File: config.mk
export PLATFORM = sky130hd
export DESIGN_NAME = unidade_controle_partida_flat
export DESIGN_NICKNAME = d
export VERILOG_FILES = /design/src/rtl/partida_pkg.sv /design/src/rtl/unidade_controle_partida_if.sv /design/src/rtl/contador_m.sv /design/src/rtl/unidade_controle_partida.sv /design/src/flat_wrapper.sv
export SDC_FILE = /design/constraint.sdc
export NUM_CORES = 1
export LEC_CHECK = 0
export CORE_MARGIN = 2
export CORE_UTILIZATION = 36
export CTS_BUF_LIST = sky130_fd_sc_hd__clkbuf_8 sky130_fd_sc_hd__clkbuf_16
export DETAILED_ROUTE_END_ITERATION = 7
export MAX_ROUTING_LAYER = met4
export PLACE_DENSITY = 0.74
export REMOVE_ABC_BUFFERS = 1
export SLEW_MARGIN = 20
export SYNTH_ARGS = -nofsm -noshare
export SYNTH_HDL_FRONTEND = slang
export SYNTH_SLANG_ARGS = --single-unit
export TNS_END_PERCENT = 50
File: constraint.sdc
create_clock -name clock -period 1.8 [get_ports clock]
set_input_delay 0.36 -clock clock [delete_from_list [all_inputs] [get_ports clock]]
set_output_delay 0.36 -clock clock [all_outputs]
set_load 0.005 [all_outputs]
File: src/rtl/partida_pkg.sv
//------------------------------------------------------------------------------
// Module : partida_pkg
// Brief  : Shared state, class and winner codes for the match controller.
// Rev    : 1.0
//------------------------------------------------------------------------------
`default_nettype none

package partida_pkg;

    typedef enum logic [4:0] {
        INICIAL        = 5'd0,
        ESPERA         = 5'd1,
        CARREGA        = 5'd2,
        MOSTRA         = 5'd3,
        PROX_MOSTRA    = 5'd4,
        NOITE_JOG      = 5'd5,
        PROCESSA       = 5'd6,
        PROX_NOITE     = 5'd7,
        AVALIA         = 5'd8,
        VERIFICA_NOITE = 5'd9,
        DIA_VOTO       = 5'd10,
        REGISTRA_VOTO  = 5'd11,
        CHECA_VOTO     = 5'd12,
        ELIMINA        = 5'd13,
        VERIFICA_DIA   = 5'd14,
        ALDEOES_VENCEM = 5'd15,
        LOBO_VENCE     = 5'd16
    } estado_t;

    typedef enum logic [1:0] {
        ALDEAO = 2'b00,
        LOBO   = 2'b01,
        MEDICO = 2'b10
    } classe_t;

    typedef enum logic [1:0] {
        VENC_NENHUM  = 2'b00,
        VENC_LOBO    = 2'b01,
        VENC_ALDEOES = 2'b10
    } vencedor_t;

endpackage

`default_nettype wire

File: src/rtl/unidade_controle_partida_if.sv
//------------------------------------------------------------------------------
// Module : unidade_controle_partida_if
// Brief  : Controller <-> datapath/button bundle (status in, strobes out).
// Rev    : 1.0
//------------------------------------------------------------------------------
`default_nettype none

interface unidade_controle_partida_if;

    logic       iniciar;
    logic       confirma;
    logic       CJ_fim;
    logic       jogador_vivo;
    logic       votou;
    logic       acertou;
    logic       sinal_lobo_ganhou;

    logic       zera_CS;
    logic       zera_CJ;
    logic       inc_seed;
    logic       e_seed_reg;
    logic       inc_jogador;
    logic       mostra_classe;
    logic       processar_acao;
    logic       avaliar_eliminacao;
    logic       voto;
    logic       morra;
    logic       limpa_jogo;
    logic       fase_noite;
    logic       fim_jogo;
    logic [1:0] vencedor;
    logic       timeout;
    logic [4:0] db_estado;

    modport master (
        input  iniciar, confirma, CJ_fim, jogador_vivo, votou, acertou, sinal_lobo_ganhou,
        output zera_CS, zera_CJ, inc_seed, e_seed_reg, inc_jogador, mostra_classe,
               processar_acao, avaliar_eliminacao, voto, morra, limpa_jogo,
               fase_noite, fim_jogo, vencedor, timeout, db_estado
    );

    modport slave (
        output iniciar, confirma, CJ_fim, jogador_vivo, votou, acertou, sinal_lobo_ganhou,
        input  zera_CS, zera_CJ, inc_seed, e_seed_reg, inc_jogador, mostra_classe,
               processar_acao, avaliar_eliminacao, voto, morra, limpa_jogo,
               fase_noite, fim_jogo, vencedor, timeout, db_estado
    );

endinterface

`default_nettype wire

File: src/rtl/contador_m.sv
//------------------------------------------------------------------------------
// Module : contador_m
// Brief  : Modulo-M counter with sync clear; only built with PARTIDA_TIMEOUT_EN.
// Rev    : 1.0
//------------------------------------------------------------------------------
`default_nettype none

`ifdef PARTIDA_TIMEOUT_EN
module contador_m #(
    parameter int M = 1000,
    parameter int N = 10
) (
    input  wire logic clock,
    input  wire logic zera,
    input  wire logic conta,
    output logic      fim
);

    logic [N-1:0] q_q;

    always_ff @(posedge clock) begin
        if (zera)
            q_q <= '0;
        else if (conta)
            q_q <= (q_q == N'(M - 1)) ? '0 : q_q + 1'b1;
    end

    assign fim = (q_q == N'(M - 1));

endmodule
`endif

`default_nettype wire

File: src/rtl/unidade_controle_partida.sv
//------------------------------------------------------------------------------
// Module : unidade_controle_partida
// Brief  : Moore FSM sequencing one match; PARTIDA_TIMEOUT_EN adds wait timeouts.
// Rev    : 1.0
//------------------------------------------------------------------------------
`default_nettype none

module unidade_controle_partida
    import partida_pkg::*;
#(
    parameter int TIMEOUT_CICLOS = 1000,
    parameter int TW             = 10
) (
    input  wire logic                  clock,
    input  wire logic                  rst_global,
    unidade_controle_partida_if.master bus
);

    estado_t state_q, state_d;
    logic    expira_w;

    if (TIMEOUT_CICLOS < 2 || TIMEOUT_CICLOS > (1 << TW)) begin : g_cfg_invalida
        $error("TIMEOUT_CICLOS does not fit in TW bits");
    end

    always_ff @(posedge clock) begin
        if (rst_global)
            state_q <= INICIAL;
        else
            state_q <= state_d;
    end

`ifdef PARTIDA_TIMEOUT_EN
    logic espera_w, zera_cnt_w, fim_cnt_w;

    // Clearing on any state change restarts the window when DIA_VOTO jumps straight to NOITE_JOG.
    assign espera_w   = (state_q == NOITE_JOG) || (state_q == DIA_VOTO);
    assign zera_cnt_w = rst_global || !espera_w || (state_d != state_q);

    contador_m #(
        .M(TIMEOUT_CICLOS),
        .N(TW)
    ) u_timeout (
        .clock(clock),
        .zera (zera_cnt_w),
        .conta(espera_w),
        .fim  (fim_cnt_w)
    );

    assign expira_w = espera_w && fim_cnt_w;
`else
    assign expira_w = 1'b0;
`endif

    always_comb begin
        state_d                = state_q;
        bus.zera_CS            = 1'b0;
        bus.zera_CJ            = 1'b0;
        bus.inc_seed           = 1'b0;
        bus.e_seed_reg         = 1'b0;
        bus.inc_jogador        = 1'b0;
        bus.mostra_classe      = 1'b0;
        bus.processar_acao     = 1'b0;
        bus.avaliar_eliminacao = 1'b0;
        bus.voto               = 1'b0;
        bus.morra              = 1'b0;
        bus.limpa_jogo         = 1'b0;
        bus.fase_noite         = 1'b0;
        bus.fim_jogo           = 1'b0;
        bus.vencedor           = VENC_NENHUM;
        bus.timeout            = 1'b0;
        bus.db_estado          = state_q;

        // Strobes are suppressed while reset is held so an interrupted state never fires.
        if (!rst_global) begin
            case (state_q)
                INICIAL: begin
                    bus.zera_CS    = 1'b1;
                    bus.zera_CJ    = 1'b1;
                    bus.limpa_jogo = 1'b1;
                    state_d        = ESPERA;
                end
                ESPERA: begin
                    bus.inc_seed = 1'b1;
                    if (bus.iniciar) state_d = CARREGA;
                end
                CARREGA: begin
                    bus.e_seed_reg = 1'b1;
                    bus.zera_CJ    = 1'b1;
                    state_d        = MOSTRA;
                end
                MOSTRA: begin
                    bus.mostra_classe = 1'b1;
                    if (bus.confirma) state_d = PROX_MOSTRA;
                end
                PROX_MOSTRA: begin
                    if (bus.CJ_fim) begin
                        bus.zera_CJ = 1'b1;
                        state_d     = NOITE_JOG;
                    end else begin
                        bus.inc_jogador = 1'b1;
                        state_d         = MOSTRA;
                    end
                end
                NOITE_JOG: begin
                    bus.fase_noite = 1'b1;
                    if (!bus.jogador_vivo) begin
                        state_d = PROX_NOITE;
                    end else if (bus.confirma) begin
                        state_d = PROCESSA;
                    end else if (expira_w) begin
                        bus.timeout = 1'b1;
                        state_d     = PROX_NOITE;
                    end
                end
                PROCESSA: begin
                    bus.fase_noite     = 1'b1;
                    bus.processar_acao = 1'b1;
                    state_d            = PROX_NOITE;
                end
                PROX_NOITE: begin
                    bus.fase_noite = 1'b1;
                    if (bus.CJ_fim) begin
                        state_d = AVALIA;
                    end else begin
                        bus.inc_jogador = 1'b1;
                        state_d         = NOITE_JOG;
                    end
                end
                AVALIA: begin
                    bus.avaliar_eliminacao = 1'b1;
                    bus.zera_CJ            = 1'b1;
                    state_d                = VERIFICA_NOITE;
                end
                VERIFICA_NOITE: begin
                    state_d = bus.sinal_lobo_ganhou ? LOBO_VENCE : DIA_VOTO;
                end
                DIA_VOTO: begin
                    if (bus.confirma) begin
                        state_d = REGISTRA_VOTO;
                    end else if (expira_w) begin
                        bus.timeout = 1'b1;
                        bus.zera_CJ = 1'b1;
                        state_d     = NOITE_JOG;
                    end
                end
                REGISTRA_VOTO: begin
                    bus.voto = 1'b1;
                    state_d  = CHECA_VOTO;
                end
                CHECA_VOTO: begin
                    state_d = bus.votou ? ELIMINA : DIA_VOTO;
                end
                ELIMINA: begin
                    bus.morra = 1'b1;
                    state_d   = VERIFICA_DIA;
                end
                VERIFICA_DIA: begin
                    if (bus.acertou) begin
                        state_d = ALDEOES_VENCEM;
                    end else if (bus.sinal_lobo_ganhou) begin
                        state_d = LOBO_VENCE;
                    end else begin
                        bus.zera_CJ = 1'b1;
                        state_d     = NOITE_JOG;
                    end
                end
                ALDEOES_VENCEM: begin
                    bus.fim_jogo = 1'b1;
                    bus.vencedor = VENC_ALDEOES;
                    if (bus.iniciar) state_d = INICIAL;
                end
                LOBO_VENCE: begin
                    bus.fim_jogo = 1'b1;
                    bus.vencedor = VENC_LOBO;
                    if (bus.iniciar) state_d = INICIAL;
                end
                default: state_d = INICIAL;
            endcase
        end
    end

endmodule

`default_nettype wire
File: src/flat_wrapper.sv
// flat-port wrapper written by rule: the top's interface ports become plain ports
module unidade_controle_partida_flat import partida_pkg::*;
#(
    parameter int TIMEOUT_CICLOS = 1000,
    parameter int TW             = 10
)
  (clock, rst_global, bus_iniciar, bus_confirma, bus_CJ_fim, bus_jogador_vivo, bus_votou, bus_acertou, bus_sinal_lobo_ganhou, bus_zera_CS, bus_zera_CJ, bus_inc_seed, bus_e_seed_reg, bus_inc_jogador, bus_mostra_classe, bus_processar_acao, bus_avaliar_eliminacao, bus_voto, bus_morra, bus_limpa_jogo, bus_fase_noite, bus_fim_jogo, bus_vencedor, bus_timeout, bus_db_estado);
  unidade_controle_partida_if bus_i ();
  input  wire logic clock;
  input  wire logic rst_global;
  input wire logic [$bits(bus_i.iniciar)-1:0] bus_iniciar;
  input wire logic [$bits(bus_i.confirma)-1:0] bus_confirma;
  input wire logic [$bits(bus_i.CJ_fim)-1:0] bus_CJ_fim;
  input wire logic [$bits(bus_i.jogador_vivo)-1:0] bus_jogador_vivo;
  input wire logic [$bits(bus_i.votou)-1:0] bus_votou;
  input wire logic [$bits(bus_i.acertou)-1:0] bus_acertou;
  input wire logic [$bits(bus_i.sinal_lobo_ganhou)-1:0] bus_sinal_lobo_ganhou;
  output wire logic [$bits(bus_i.zera_CS)-1:0] bus_zera_CS;
  output wire logic [$bits(bus_i.zera_CJ)-1:0] bus_zera_CJ;
  output wire logic [$bits(bus_i.inc_seed)-1:0] bus_inc_seed;
  output wire logic [$bits(bus_i.e_seed_reg)-1:0] bus_e_seed_reg;
  output wire logic [$bits(bus_i.inc_jogador)-1:0] bus_inc_jogador;
  output wire logic [$bits(bus_i.mostra_classe)-1:0] bus_mostra_classe;
  output wire logic [$bits(bus_i.processar_acao)-1:0] bus_processar_acao;
  output wire logic [$bits(bus_i.avaliar_eliminacao)-1:0] bus_avaliar_eliminacao;
  output wire logic [$bits(bus_i.voto)-1:0] bus_voto;
  output wire logic [$bits(bus_i.morra)-1:0] bus_morra;
  output wire logic [$bits(bus_i.limpa_jogo)-1:0] bus_limpa_jogo;
  output wire logic [$bits(bus_i.fase_noite)-1:0] bus_fase_noite;
  output wire logic [$bits(bus_i.fim_jogo)-1:0] bus_fim_jogo;
  output wire logic [$bits(bus_i.vencedor)-1:0] bus_vencedor;
  output wire logic [$bits(bus_i.timeout)-1:0] bus_timeout;
  output wire logic [$bits(bus_i.db_estado)-1:0] bus_db_estado;
  assign bus_i.iniciar = bus_iniciar;
  assign bus_i.confirma = bus_confirma;
  assign bus_i.CJ_fim = bus_CJ_fim;
  assign bus_i.jogador_vivo = bus_jogador_vivo;
  assign bus_i.votou = bus_votou;
  assign bus_i.acertou = bus_acertou;
  assign bus_i.sinal_lobo_ganhou = bus_sinal_lobo_ganhou;
  assign bus_zera_CS = bus_i.zera_CS;
  assign bus_zera_CJ = bus_i.zera_CJ;
  assign bus_inc_seed = bus_i.inc_seed;
  assign bus_e_seed_reg = bus_i.e_seed_reg;
  assign bus_inc_jogador = bus_i.inc_jogador;
  assign bus_mostra_classe = bus_i.mostra_classe;
  assign bus_processar_acao = bus_i.processar_acao;
  assign bus_avaliar_eliminacao = bus_i.avaliar_eliminacao;
  assign bus_voto = bus_i.voto;
  assign bus_morra = bus_i.morra;
  assign bus_limpa_jogo = bus_i.limpa_jogo;
  assign bus_fase_noite = bus_i.fase_noite;
  assign bus_fim_jogo = bus_i.fim_jogo;
  assign bus_vencedor = bus_i.vencedor;
  assign bus_timeout = bus_i.timeout;
  assign bus_db_estado = bus_i.db_estado;
  unidade_controle_partida #(.TIMEOUT_CICLOS(TIMEOUT_CICLOS), .TW(TW)) u_core (.clock(clock), .rst_global(rst_global), .bus(bus_i));
endmodule
==> results_dict.tcl, run 1 <==
set metrics [dict create \
    status "finished with violations" \
    failed_checks "negative setup slack" \
    final_cell_mix "buf_4 (27), nand2_1 (10), nor2_1 (9), clkdlybuf4s50_1 (9), buf_2 (9)" \
    grt_max_degree 17 \
    cap_violations 0 \
    io_pins 30 \
    fin_nets 165 \
    clock-sinks 5 \
    drcViolationCount 0 \
    post-place-cells 171 \
    crit_start "u_core.bus.db_estado[0]" \
    die-height_um 46.6 \
    syn-cell-area_um2 652 \
    grt_pass1_wl_mm 4.21 \
    min_path_type "primary input to flip-flop" \
    drt_wl_total_mm 2.88 \
    largest_register_ffs 5 \
    r2r_start "u_core.bus.db_estado[0]" \
    root_buffer "clkbuf_8" \
    firstDrtPassIters 4 \
    multi_input_area_um2 587 \
    yosysSeqAreaShare 0.154 \
    rows 15 \
    wire_per_inst_um 16.0 \
    dpl_worst_slack_ns -0.634 \
    stdcell_area_mm2 0.00128 \
    fmax_mhz 533 \
    num_vias 986 \
    clock_latency_ns 0.22 \
    place_area_mm2 0.00111 \
    fin_ws_ns -0.0763 \
    crit_path_max_fanout 4 \
    cts_buffers 3 \
    start_util 0.382 \
    clock_skew_ns 0.00261 \
    track_usage 0.281 \
    ant_nets 0 \
    dp_hpwl_mm 1.93 \
    synth.avg_cell_area_um2 6.45 \
    htreeDepth 1 \
    final-max-slew-violation-count 0 \
    tritoncts "yes" \
    power.density_mw_per_mm2 1200 \
    synth_cells 101 \
    peakVddDrop_mv 1.02 \
    setup_viol 5 \
    startpoint_type "flip-flop" \
    endpoint "bus_zera_CJ" \
    reg2reg_slack_ns 0.07 \
    io_buffers 28 \
    ys_warn_count 0 \
    layoutNonFillerInstCount 180 \
    slowest_delay_ns 0.47 \
    yosysUniqueCellTypes 37 \
    ff2ff_path_depth 5 \
    die_w_um 46.6 \
    power_mw 1.53 \
    crit_arrival_ns 1.52 \
    antenna_found_initial 0 \
    fp.coreArea_mm2 0.00171 \
    cts_max_path_buffers 2 \
    p_leak_nw 0.552 \
    final_hold_viol_count 0 \
    finalSetupTns_ns -0.284 \
    regArea_um2 114 \
    grt_pass1_vias 894 \
    crit_slowest_cell "or4b_4" \
    mostFrequentLayoutCell "buf_4" \
    dieArea_mm2 0.00217 \
    fill_cells 135 \
    area_growth_pct 96.2 \
    cp.required_ns 1.44 \
    hold_buffers 0 \
    reg2reg_to "u_core.bus.db_estado[1]" \
    drive_above_1_share 0.465 \
    period_needed_ns 1.88 \
    diodes 0 \
    period_share 1.04 \
    clk_pin_slew_ns 0.04 \
    cp-end-kind "output pin" \
    cp_cell_sequence "nand2b_4, nor2_4, or4b_4, a21oi_2, buf_2" \
    vias_per_cell 5.48 \
    ys_ff_latch 5 \
    grt_setup_unrepaired "yes" \
    critical_path_class "flip-flop to output pin" \
    gr-total-overflow 0 \
    drt-initial-drc-count 42 \
    gp_congestion 0.880 \
]
[worst max-delay path: cells and delay by family (launching register included)]
kind	cells	cell delay (ns)
flip-flops	1	0.35
buffers and inverters	1	0.12
AND/OR/NAND/NOR	3	0.70
AO/OA/AOI/OAI	1	0.13
[per-layer routing]
layer / global-route usage / vias up / share of wire
met5: - / - / 0
met4: 0.0800 / 0 / 0.013
met3: 0.0510 / 4 / 0.049
met2: 0.450 / 40 / 0.52
met1: 0.358 / 467 / 0.42
li1: - / 475 / -
[cell families after synthesis]
logic type,count (synthesis),synth area share
buffers and inverters,14,0.107
AO/OA/AOI/OAI,25,0.271
flip-flops,5,0.154
other,1,0.00575
AND/OR/NAND/NOR,56,0.463
[power by group]
group	total, mW	internal (mW)	switching [mW]
clock network	0.195	0.146	0.0497
registers	0.213	0.157	0.0553
logic	1.12	0.590	0.532
[metrics by stage]
| stage | util | hold slack, ns |
|---|---|---|
| detailed placement | 0.653 | 0.755 |
| floorplan | - | 0.432 |
| finish | 0.749 | 0.480 |
| CTS | 0.732 | 0.571 |
| global route | 0.749 | 0.492 |
| global placement | 0.653 | 0.764 |
[repair_timing]
action | in CTS | in global routing
setup buffers | 4 | 1
pin swaps | 8 | 7
gates resized for setup | 75 | 14
endpoints found under the setup margin | 15 | 15
[cell usage after synthesis]
cell      number  share of area
nor3_2         1          0.015
buf_4          2          0.023
nand3b_1       1          0.012
nor4_1         4          0.038
a31o_2         1          0.013
or4_1          1          0.012
a32o_1         5          0.077
nor4b_1        1          0.013
a22o_1         1          0.013
nand3_1        2          0.015
nor3b_1        1          0.012
dfxtp_1        5           0.15
buf_2          2          0.015
nor2b_1        2          0.019
inv_1          3          0.017
or2_1          1         0.0096
o2111a_1       1          0.017
nor2_1        13          0.075
nand4_1        1         0.0096
o21ai_0        6          0.046
a21oi_1        4          0.031
conb_1         1         0.0058
or4b_4         1          0.021
clkbuf_1       5          0.029
or2_0          1         0.0096
or4b_1         1          0.015
o21bai_1       2          0.023
buf_6          1          0.017
a22oi_1        1          0.012
a211oi_1       1          0.012
nor3_1         6          0.046
and2_1         1         0.0096
buf_1          1         0.0058
nand2_1       11          0.063
a31oi_1        2          0.019
o21ai_1        1         0.0077
nand2b_1       7          0.067
[final cells by class]
| type | instances | share of cell area |
|---|---|---|
| well taps | 25 | 0.0245 |
| multi-input cells | 82 | 0.459 |
| inverters | 3 | 0.00881 |
| clock buffers | 3 | 0.0323 |
| repair buffers | 61 | 0.384 |
| flip-flops and latches | 5 | 0.0890 |
| clock inverters | 1 | 0.00294 |
[worst min path at each step]
stage / from / to / slack (ns) / cells past startpoint
detailed placement: u_core.bus.db_estado[1] / u_core.bus.db_estado[1] / 0.76 / 2
floorplan: rst_global / u_core.bus.db_estado[4] / 0.43 / 1
global placement: u_core.bus.db_estado[1] / u_core.bus.db_estado[1] / 0.76 / 2
global route: rst_global / u_core.bus.db_estado[4] / 0.49 / 3
CTS: rst_global / u_core.bus.db_estado[4] / 0.57 / 3
finish: rst_global / u_core.bus.db_estado[4] / 0.48 / 3
No activity file was read; power rests on OpenSTA's default activity.
==> inputs of run 2 (changes only) <==
- CORE_MARGIN: 2 -> not set
==> run 2 against run 1 <==
The run still ends with negative setup slack left. Fmax rose by 1.1%. Critical path depth did not move. Clock-buffer cell count did not move. Core utilization fell by 0.88 points. Clock power rose by 8%. Flip-flop and latch count did not move. Clock skew rose by 0.0064 ns. Sequential share of layout area rose by 0.11 points. Routed wire length fell by 3.4%. Global-route usage rose by 1.5 points. Register-to-register slack got worse by 0.02 ns. Worst setup slack improved by 0.020 ns. Critical path type unchanged. Largest power group unchanged.
==> results_dict.tcl, run 2 (synthesized netlist as in run 1, its figures left out) <==
set metrics [dict create \
    num_vias 996 \
    fp.coreArea_mm2 0.00171 \
    p_leak_nw 0.550 \
    area_growth_pct 93.9 \
    track_usage 0.296 \
    reg2reg_slack_ns 0.05 \
    clock_skew_ns 0.00898 \
    die-height_um 44.6 \
    period_needed_ns 1.86 \
    status "finished with violations" \
    firstDrtPassIters 4 \
    grt_setup_unrepaired "yes" \
    failed_checks "negative setup slack" \
    crit_start "u_core.bus.db_estado[0]" \
    top_usage_layer "met2" \
    cp-end-kind "output pin" \
    cts_max_path_buffers 2 \
    hold_end "u_core.bus.db_estado[3]" \
    start_util 0.382 \
    finalSetupTns_ns -0.226 \
    root_buffer "clkbuf_8" \
    grt_pass1_wl_mm 4.10 \
    tritoncts "yes" \
    cts_buffers 3 \
    dieArea_mm2 0.00199 \
    reg2reg_to "u_core.bus.db_estado[0]" \
    htreeDepth 1 \
    cap_violations 0 \
    final_hold_viol_count 0 \
    drcViolationCount 0 \
    mostFrequentLayoutCell "buf_4" \
    period_share 1.03 \
    dpl_worst_slack_ns -0.581 \
    drt-initial-drc-count 43 \
    critical_path_class "flip-flop to output pin" \
    clk_pin_slew_ns 0.04 \
    dp_hpwl_mm 1.86 \
    fin_ws_ns -0.0566 \
    r2r_start "u_core.bus.db_estado[1]" \
    final-max-slew-violation-count 0 \
    die_w_um 44.6 \
    fmax_mhz 539 \
    fill_cells 139 \
    setup_viol 6 \
    clock_latency_ns 0.23 \
    drive_above_1_share 0.471 \
    vias_per_cell 5.53 \
    power_mw 1.45 \
    met3_usage 0.0571 \
    met2_usage 0.485 \
    gp_congestion 0.864 \
    grtUsageMet1 0.362 \
    min_path_type "flip-flop to flip-flop" \
    min_path_cells 2 \
    io_buffers 28 \
    peakVddDrop_mv 0.777 \
    grt_max_degree 14 \
    diodes 0 \
    stdcell_area_mm2 0.00126 \
    crit_path_max_fanout 4 \
    layoutNonFillerInstCount 180 \
    ant_nets 0 \
    largest_register_ffs 5 \
    io_pins 30 \
    wire_per_inst_um 15.4 \
    drt_wl_total_mm 2.78 \
    crit_arrival_ns 1.50 \
    final_cell_mix "buf_4 (32), nor2_1 (10), nand2_1 (9), clkdlybuf4s50_1 (9), dlygate4sd2_1 (8)" \
    power.density_mw_per_mm2 1150 \
    gr-total-overflow 0 \
    hold_buffers 0 \
    startpoint_type "flip-flop" \
    grt_pass1_vias 869 \
    place_area_mm2 0.00108 \
    rows 15 \
    fin_nets 165 \
    cp.required_ns 1.44 \
    min_from "u_core.bus.db_estado[3]" \
    antenna_found_initial 0 \
    post-place-cells 167 \
    clock-sinks 5 \
    ff2ff_path_depth 6 \
]
## run 2: cell count changes in the layout (fill, tap and decap cells not counted), sizes merged
cell,delta
dlygate4sd2,+2
clkdlybuf4s15,-1
clkbuf,+1
buf,-2
## run 2: report_power, final
part           total (mW)  leakage (nW)  internal, mW  switching, mW
registers           0.201        0.0438         0.152         0.0486
clock network       0.210        0.0269         0.147         0.0633
logic                1.04         0.479         0.529          0.513
total                1.45         0.550         0.828          0.625
## run 2: worst max-delay path by stage
| stage | endpoint | depth (start not counted) | slack, ns |
|---|---|---|---|
| after floorplan | bus_zera_CJ | 3 | 0.01 |
| final | bus_zera_CJ | 5 | -0.06 |
| after global placement | bus_zera_CJ | 5 | -0.53 |
| after CTS | bus_zera_CJ | 5 | -0.16 |
| after global routing | bus_zera_CJ | 5 | -0.1 |
| after detailed placement | bus_zera_CJ | 5 | -0.58 |
## run 2: routing by layer
layer  share of wire  vias to the layer above
met5               0                        -
met4          0.0090                        0
met3           0.071                        4
met2            0.51                       47
met1            0.41                      478
li1                -                      467
## run 2: worst max-delay path: stages (launching register included)
cell	delay, ns
dfxtp_2	0.33
nand2b_4	0.16
nor2_4	0.09
or4b_4	0.47
a21oi_2	0.12
buf_2	0.12
## run 2: metrics by stage
step / utilization / hold slack, ns
floorplan: - / 0.432
global placement: 0.635 / 0.716
detailed placement: 0.635 / 0.732
CTS: 0.706 / 0.670
global route: 0.740 / 0.718
finish: 0.740 / 0.693
## run 2: layout make-up
type                    instances  area, µm²  share of cell area
multi-input cells              82        588               0.465
repair buffers                 61        474               0.375
flip-flops and latches          5        114              0.0901
clock buffers                   3       41.3              0.0327
well taps                      25       31.3              0.0248
inverters                       3       11.3             0.00891
clock inverters                 1       3.75             0.00297
## run 2: what timing repair did
action	4_1_cts	5_1_grt
setup endpoints to repair	15	17
gates cloned	0	0
pin swaps	9	8
setup buffers	8	1
gates resized for setup	57	23
